## src/rtl/fetch_unit_if.sv

```systemverilog
// fetch_unit_if: instruction-memory, redirect and instruction-handoff signals
// of the fetch stage. "master" is the fetch unit's view, "slave" is the
// environment's view (instruction memory plus datapath).
interface fetch_unit_if #(
  parameter int XLEN = 32
);
  logic            imem_req;
  logic [XLEN-1:0] imem_addr;
  logic            imem_rvalid;
  logic [XLEN-1:0] imem_rdata;
  logic            redirect_en;
  logic [XLEN-1:0] redirect_pc;
  logic            inst_valid;
  logic            inst_ready;
  logic [XLEN-1:0] inst;
  logic [XLEN-1:0] inst_pc;

  modport master (
    output imem_req, imem_addr, inst_valid, inst, inst_pc,
    input  imem_rvalid, imem_rdata, redirect_en, redirect_pc, inst_ready
  );

  modport slave (
    input  imem_req, imem_addr, inst_valid, inst, inst_pc,
    output imem_rvalid, imem_rdata, redirect_en, redirect_pc, inst_ready
  );
endinterface

```

## src/rtl/fetch_unit.sv

```systemverilog
// fetch_unit: owns the fetch PC, issues one instruction-memory request at a
// time and buffers returned words with their PCs in a small FIFO that feeds
// the datapath over valid/ready. Redirects flush the FIFO and turn any
// outstanding request into one whose response is discarded.
// Optional feature: define FETCH_STALL_CNT_EN to add the stall_cycles counter
// (cycles out of reset with no instruction available).
module fetch_unit #(
  parameter int              XLEN      = 32,
  parameter int              BUF_DEPTH = 2,
  parameter logic [XLEN-1:0] RESET_PC  = '0
) (
  input  logic           clk,
  input  logic           reset,
  fetch_unit_if.master   bus
`ifdef FETCH_STALL_CNT_EN
  ,
  output logic [31:0]    stall_cycles
`endif
);

  localparam int PW = (BUF_DEPTH > 1) ? $clog2(BUF_DEPTH) : 1;
  localparam int CW = PW + 1;

  // IDLE: nothing outstanding; WAIT: outstanding, response kept;
  // DROP: outstanding, response discarded (request predates a redirect)
  typedef enum logic [1:0] {S_IDLE, S_WAIT, S_DROP} state_t;

  state_t          state_q, state_d;
  logic [XLEN-1:0] fpc_q, fpc_d;
  logic [XLEN-1:0] req_pc_q, req_pc_d;
  logic [PW-1:0]   rd_ptr_q, rd_ptr_d;
  logic [PW-1:0]   wr_ptr_q, wr_ptr_d;
  logic [CW-1:0]   count_q, count_d;
  logic [XLEN-1:0] inst_mem_q [BUF_DEPTH];
  logic [XLEN-1:0] pc_mem_q   [BUF_DEPTH];

  logic            fifo_nonempty;
  logic            pop;
  logic            resp;
  logic            push;
  logic            issue;
  logic [CW-1:0]   occ_after;

  assign fifo_nonempty  = (count_q != '0);
  assign bus.inst_valid = fifo_nonempty;
  assign bus.inst       = fifo_nonempty ? inst_mem_q[rd_ptr_q] : '0;
  assign bus.inst_pc    = fifo_nonempty ? pc_mem_q[rd_ptr_q]   : '0;
  assign bus.imem_addr  = fpc_q;
  assign bus.imem_req   = issue;

  // State register plus fetch PC and FIFO bookkeeping; reset wins over everything
  always_ff @(posedge clk) begin
    if (!reset) begin
      state_q  <= S_IDLE;
      fpc_q    <= RESET_PC;
      req_pc_q <= '0;
      rd_ptr_q <= '0;
      wr_ptr_q <= '0;
      count_q  <= '0;
    end else begin
      state_q  <= state_d;
      fpc_q    <= fpc_d;
      req_pc_q <= req_pc_d;
      rd_ptr_q <= rd_ptr_d;
      wr_ptr_q <= wr_ptr_d;
      count_q  <= count_d;
    end
  end

  // FIFO storage: entries are only meaningful while counted, so no reset
  always_ff @(posedge clk) begin
    if (push) begin
      inst_mem_q[wr_ptr_q] <= bus.imem_rdata;
      pc_mem_q[wr_ptr_q]   <= req_pc_q;
    end
  end

  // Output/decision logic: handshakes, response acceptance and the issue rule
  always_comb begin
    pop       = fifo_nonempty && bus.inst_ready;
    resp      = bus.imem_rvalid && (state_q != S_IDLE);
    push      = resp && (state_q == S_WAIT) && !bus.redirect_en;
    occ_after = count_q - CW'(pop) + CW'(push);
    issue     = reset && !bus.redirect_en
                && ((state_q == S_IDLE) || resp)
                && (occ_after < CW'(BUF_DEPTH));
  end

  // Next-state logic of the request FSM
  always_comb begin
    state_d = state_q;
    if (bus.redirect_en) begin
      if (state_q != S_IDLE) begin
        state_d = bus.imem_rvalid ? S_IDLE : S_DROP;
      end
    end else if (issue) begin
      state_d = S_WAIT;
    end else if (resp) begin
      state_d = S_IDLE;
    end
  end

  // Next fetch PC, request PC and FIFO pointers; a redirect flushes after any pop
  always_comb begin
    fpc_d    = fpc_q;
    req_pc_d = req_pc_q;
    rd_ptr_d = rd_ptr_q + PW'(pop);
    wr_ptr_d = wr_ptr_q + PW'(push);
    count_d  = occ_after;
    if (bus.redirect_en) begin
      fpc_d    = bus.redirect_pc;
      rd_ptr_d = '0;
      wr_ptr_d = '0;
      count_d  = '0;
    end else if (issue) begin
      fpc_d    = fpc_q + 1'b1;
      req_pc_d = fpc_q;
    end
  end

`ifdef FETCH_STALL_CNT_EN
  logic [31:0] stall_q, stall_d;

  assign stall_cycles = stall_q;

  // Saturating count of cycles with no instruction on offer
  always_comb begin
    stall_d = stall_q;
    if (!fifo_nonempty && (stall_q != 32'hFFFF_FFFF)) begin
      stall_d = stall_q + 32'd1;
    end
  end

  // Stall counter register
  always_ff @(posedge clk) begin
    if (!reset) begin
      stall_q <= '0;
    end else begin
      stall_q <= stall_d;
    end
  end
`endif

endmodule
```

## src/flat_wrapper.sv

```systemverilog
// flat-port wrapper written by rule: the top's interface ports become plain ports
module fetch_unit_flat 
#(
  parameter int              XLEN      = 32,
  parameter int              BUF_DEPTH = 2,
  parameter logic [XLEN-1:0] RESET_PC  = '0
)
  (clk, reset, bus_imem_req, bus_imem_addr, bus_inst_valid, bus_inst, bus_inst_pc, bus_imem_rvalid, bus_imem_rdata, bus_redirect_en, bus_redirect_pc, bus_inst_ready);
  fetch_unit_if #(.XLEN(XLEN)) bus_i ();
  input  logic clk;
  input  logic reset;
  output wire logic [$bits(bus_i.imem_req)-1:0] bus_imem_req;
  output wire logic [$bits(bus_i.imem_addr)-1:0] bus_imem_addr;
  output wire logic [$bits(bus_i.inst_valid)-1:0] bus_inst_valid;
  output wire logic [$bits(bus_i.inst)-1:0] bus_inst;
  output wire logic [$bits(bus_i.inst_pc)-1:0] bus_inst_pc;
  input wire logic [$bits(bus_i.imem_rvalid)-1:0] bus_imem_rvalid;
  input wire logic [$bits(bus_i.imem_rdata)-1:0] bus_imem_rdata;
  input wire logic [$bits(bus_i.redirect_en)-1:0] bus_redirect_en;
  input wire logic [$bits(bus_i.redirect_pc)-1:0] bus_redirect_pc;
  input wire logic [$bits(bus_i.inst_ready)-1:0] bus_inst_ready;
  assign bus_imem_req = bus_i.imem_req;
  assign bus_imem_addr = bus_i.imem_addr;
  assign bus_inst_valid = bus_i.inst_valid;
  assign bus_inst = bus_i.inst;
  assign bus_inst_pc = bus_i.inst_pc;
  assign bus_i.imem_rvalid = bus_imem_rvalid;
  assign bus_i.imem_rdata = bus_imem_rdata;
  assign bus_i.redirect_en = bus_redirect_en;
  assign bus_i.redirect_pc = bus_redirect_pc;
  assign bus_i.inst_ready = bus_inst_ready;
  fetch_unit #(.XLEN(XLEN), .BUF_DEPTH(BUF_DEPTH), .RESET_PC(RESET_PC)) u_core (.clk(clk), .reset(reset), .bus(bus_i));
endmodule
```

## config.mk

```make
export PLATFORM = sky130hd
export DESIGN_NAME = fetch_unit_flat
export DESIGN_NICKNAME = d
export VERILOG_FILES = /design/src/rtl/fetch_unit_if.sv /design/src/rtl/fetch_unit.sv /design/src/flat_wrapper.sv
export SDC_FILE = /design/constraint.sdc
export NUM_CORES = 1
export LEC_CHECK = 0
export CORE_MARGIN = 2
export CORE_UTILIZATION = 45
export CTS_BUF_LIST = sky130_fd_sc_hd__clkbuf_16
export CTS_CLUSTER_DIAMETER = 150
export DETAILED_ROUTE_END_ITERATION = 7
export PLACE_DENSITY = 0.71
export SYNTH_ARGS = -nofsm -noshare
export SYNTH_HDL_FRONTEND = slang
export SYNTH_SLANG_ARGS = --single-unit
```

## constraint.sdc

```tcl
create_clock -name clk -period 7.04 [get_ports clk]
set_clock_uncertainty 0.2 [all_clocks]
set_input_delay 1.408 -clock clk [delete_from_list [all_inputs] [get_ports clk]]
set_output_delay 1.408 -clock clk [all_outputs]
set_load 0.005 [all_outputs]
```

==> qor.yml <==
status: "complete, no violations"
cts_buffers: 17
io_buffers: 166
ctsResizeCount: 0
ys_types: 53
vias: 5835
layout_common_cells: "clkdlybuf4s50_1 (166), edfxtp_1 (128), nor2_1 (120)"
synth_edf_count: 128
slew_headroom_pct: 23.0
clockBufferDepth: 2
grt_pass1_vias: 5801
hold_ws_ps: 255
r2r-start: "u_core.count_q[1]"
crit_type: "primary input to output pin"
antenna_found_initial: 0
hp-class: "register to register"
fmax_mhz: 168
cp_data_required_time_ps: 5430
drive_gt1_share_pct: 6.78
hp-start: "u_core.req_pc_q[20]"
syn-num-nets: 736
pin_count: 167
end_kind: "output pin"
dp_hpwl_um: 12600
num_rows: 49
wl_per_cell_um: 18.1
die_area_mm2: 0.0196
antenna_cells: 0
clock_sinks: 198
clk_pin_slew_ps: 70
worstHoldPathCells: 0
hold_viol_final: 0
insertion_delay_ps: 430
ant_nets: 0
cp-start-kind: "primary input"
async_flop_share_pct: 0
postSynthCellCount: 662
drtPass1Iterations: 5
peakVddDrop_v: 0.000195
die_h_um: 140
final_max_slew_viol_count: 0
drc: 0
synth-main-ff-cell: "edfxtp_1"
worst_pin_slew_ps: 1150
synth_area_per_cell_um2: 12.6
r2r_slack_ps: 3790
max_cap_viol_count: 0
num-fill-cells: 1431
drt-total-wl_um: 19100
clockRootBuffer: "clkbuf_16"
yosys_warnings: 0
overflow: 0
path_max_fanout: 13
rsz0062_at_grt: "no"
ctsHoldBuffers: 0
hold_end: "u_core.pc_mem_q[1][20]"
setup_viol: 0
layout_commonest_cell: "clkdlybuf4s50_1"
post_cts_buffers: 0
grt_usage_pct: 19.5
rr_worst_depth: 11
reg2reg_to: "u_core.req_pc_q[2]"
power.total_mw: 2.51
dieWidth_um: 140
coreArea_mm2: 0.0180
cts_tree: "built"
fin_setup_tns_ps: 0
start_util_pct: 46.2
fin_area_mm2: 0.0108
syn-cell-area_mm2: 0.00832
grt_first_pass_wirelength_um: 30100
finalWeightedCongestion: 0.809
grt_max_degree: 66
htree_levels: 4
area_delta_synth_final_pct: 29.5
viasPerCell: 5.53
drt-initial-drc-count: 358
synth_seq_cells: 198
leakagePower_nw: 3.65
fin_nets: 887
min_period_ps: 5940
cp.arrival_ps: 4330
period_share_pct: 84.4
seq_area_frac_synth_pct: 63.0
cellPowerDensity_mw_per_mm2: 233
dpl-instance-area_mm2: 0.0101
## kinds of logic (layout without fill, tap and decap cells)
family / after synthesis / after routing / share of synthesized area (%)
xor+xnor: 9 / 9 / 1.31
buf+inv: 53 / 217 / 3.04
mux: 96 / 96 / 11.5
fa+ha+maj: 5 / 5 / 0.752
simple gates: 210 / 210 / 12.8
flops: 198 / 198 / 63.0
compound gates: 91 / 91 / 7.52
## registers in the layout (all words and copies together) (netlist names)
signal                cells
u_core.pc_mem_q          64
u_core.rd_ptr_q           1
u_core.count_q            2
u_core.req_pc_q          32
u_core.inst_mem_q        64
u_core.bus.imem_addr     32
u_core.wr_ptr_q           1
u_core.state_q            2
## final cells by class
class                      instances  area [um2]  share of cell area [%]
inverter                          11        41.3                   0.383
tap                              229         287                    2.66
sequential                       198        5250                    48.7
timing repair buffer             174        1720                    16.0
clock buffer                      17         425                    3.95
clock inverter                    15         214                    1.99
multi-input combinational        411        2840                    26.3
## worst max-delay path by stage
stage | start | endpoint | slack [ps] | depth (start not counted)
floorplan | bus_redirect_en | bus_imem_req | 1990 | 9
global placement | bus_imem_rvalid | bus_imem_req | 1130 | 7
detailed placement | bus_imem_rvalid | bus_imem_req | 1060 | 7
CTS | bus_imem_rvalid | bus_imem_req | 1070 | 7
global route | bus_imem_rvalid | bus_imem_req | 880 | 7
finish | bus_imem_rvalid | bus_imem_req | 1100 | 7
## layer usage
| metal | up-vias | share of wire [%] | global-route usage (%) |
|---|---|---|---|
| met2 | 213 | 49 | 32.6 |
| met1 | 2815 | 45 | 25.5 |
| met3 | 30 | 4.5 | 3.28 |
| met4 | 0 | 1.9 | 7.74 |
| met5 | - | 0 | 0 |
| li1 | 2777 | - | - |
## stage by stage
step                      worst slack, ps  utilization, %  instances
after CTS                            1070            59.8       1055
after detailed placement             1060            56.2       1023
after global routing                  882            59.8       1055
final                                1100            59.8       1055
after floorplan                      1990               -        662
after global placement               1130            56.2       1023
## synth_stat cells (2+ instances only)
| library cell | instances | area [um2] |
|---|---|---|
| or3_1 | 3 | 18.8 |
| a31oi_1 | 13 | 81.3 |
| ha_1 | 5 | 62.6 |
| nor2b_1 | 6 | 37.5 |
| and2_1 | 2 | 12.5 |
| o21ai_0 | 31 | 155 |
| xnor2_1 | 5 | 43.8 |
| edfxtp_1 | 128 | 3840 |
| dfxtp_1 | 70 | 1400 |
| nand4_1 | 12 | 75.1 |
| nand2_1 | 7 | 26.3 |
| nand3_2 | 2 | 20.0 |
| or4_1 | 14 | 105 |
| nor3_1 | 2 | 10.0 |
| a21oi_1 | 8 | 40.0 |
| nor4_1 | 4 | 25.0 |
| buf_2 | 10 | 50.1 |
| buf_1 | 10 | 37.5 |
| o41a_1 | 7 | 78.8 |
| buf_6 | 5 | 56.3 |
| nor2_1 | 121 | 454 |
| xor2_1 | 2 | 17.5 |
| and4_1 | 6 | 52.6 |
| and3_1 | 6 | 37.5 |
| o31ai_1 | 12 | 90.1 |
| a311oi_1 | 8 | 70.1 |
| mux2i_1 | 96 | 961 |
| a211oi_1 | 5 | 37.5 |
| nand4_2 | 2 | 25.0 |
| inv_1 | 10 | 37.5 |
| nand2b_1 | 4 | 25.0 |
| clkbuf_1 | 16 | 60.1 |
| nand3_1 | 10 | 50.1 |
## worst max-delay path: stages
cell,delay [ps]
clkdlybuf4s50_1,530
nor4bb_1,540
ha_1,290
xor3_1,450
or3_2,550
inv_1,70
clkdlybuf4s50_1,490
## power by group
part | total (mW) | internal (mW) | leakage (nW) | switching, mW
Clock | 1.04 | 0.604 | 0.306 | 0.437
Sequential | 1.29 | 1.26 | 1.77 | 0.0362
Combinational | 0.171 | 0.0971 | 1.58 | 0.0744
Total | 2.51 | 1.96 | 3.65 | 0.547
Note: power is estimated with default switching activity, not from simulation.
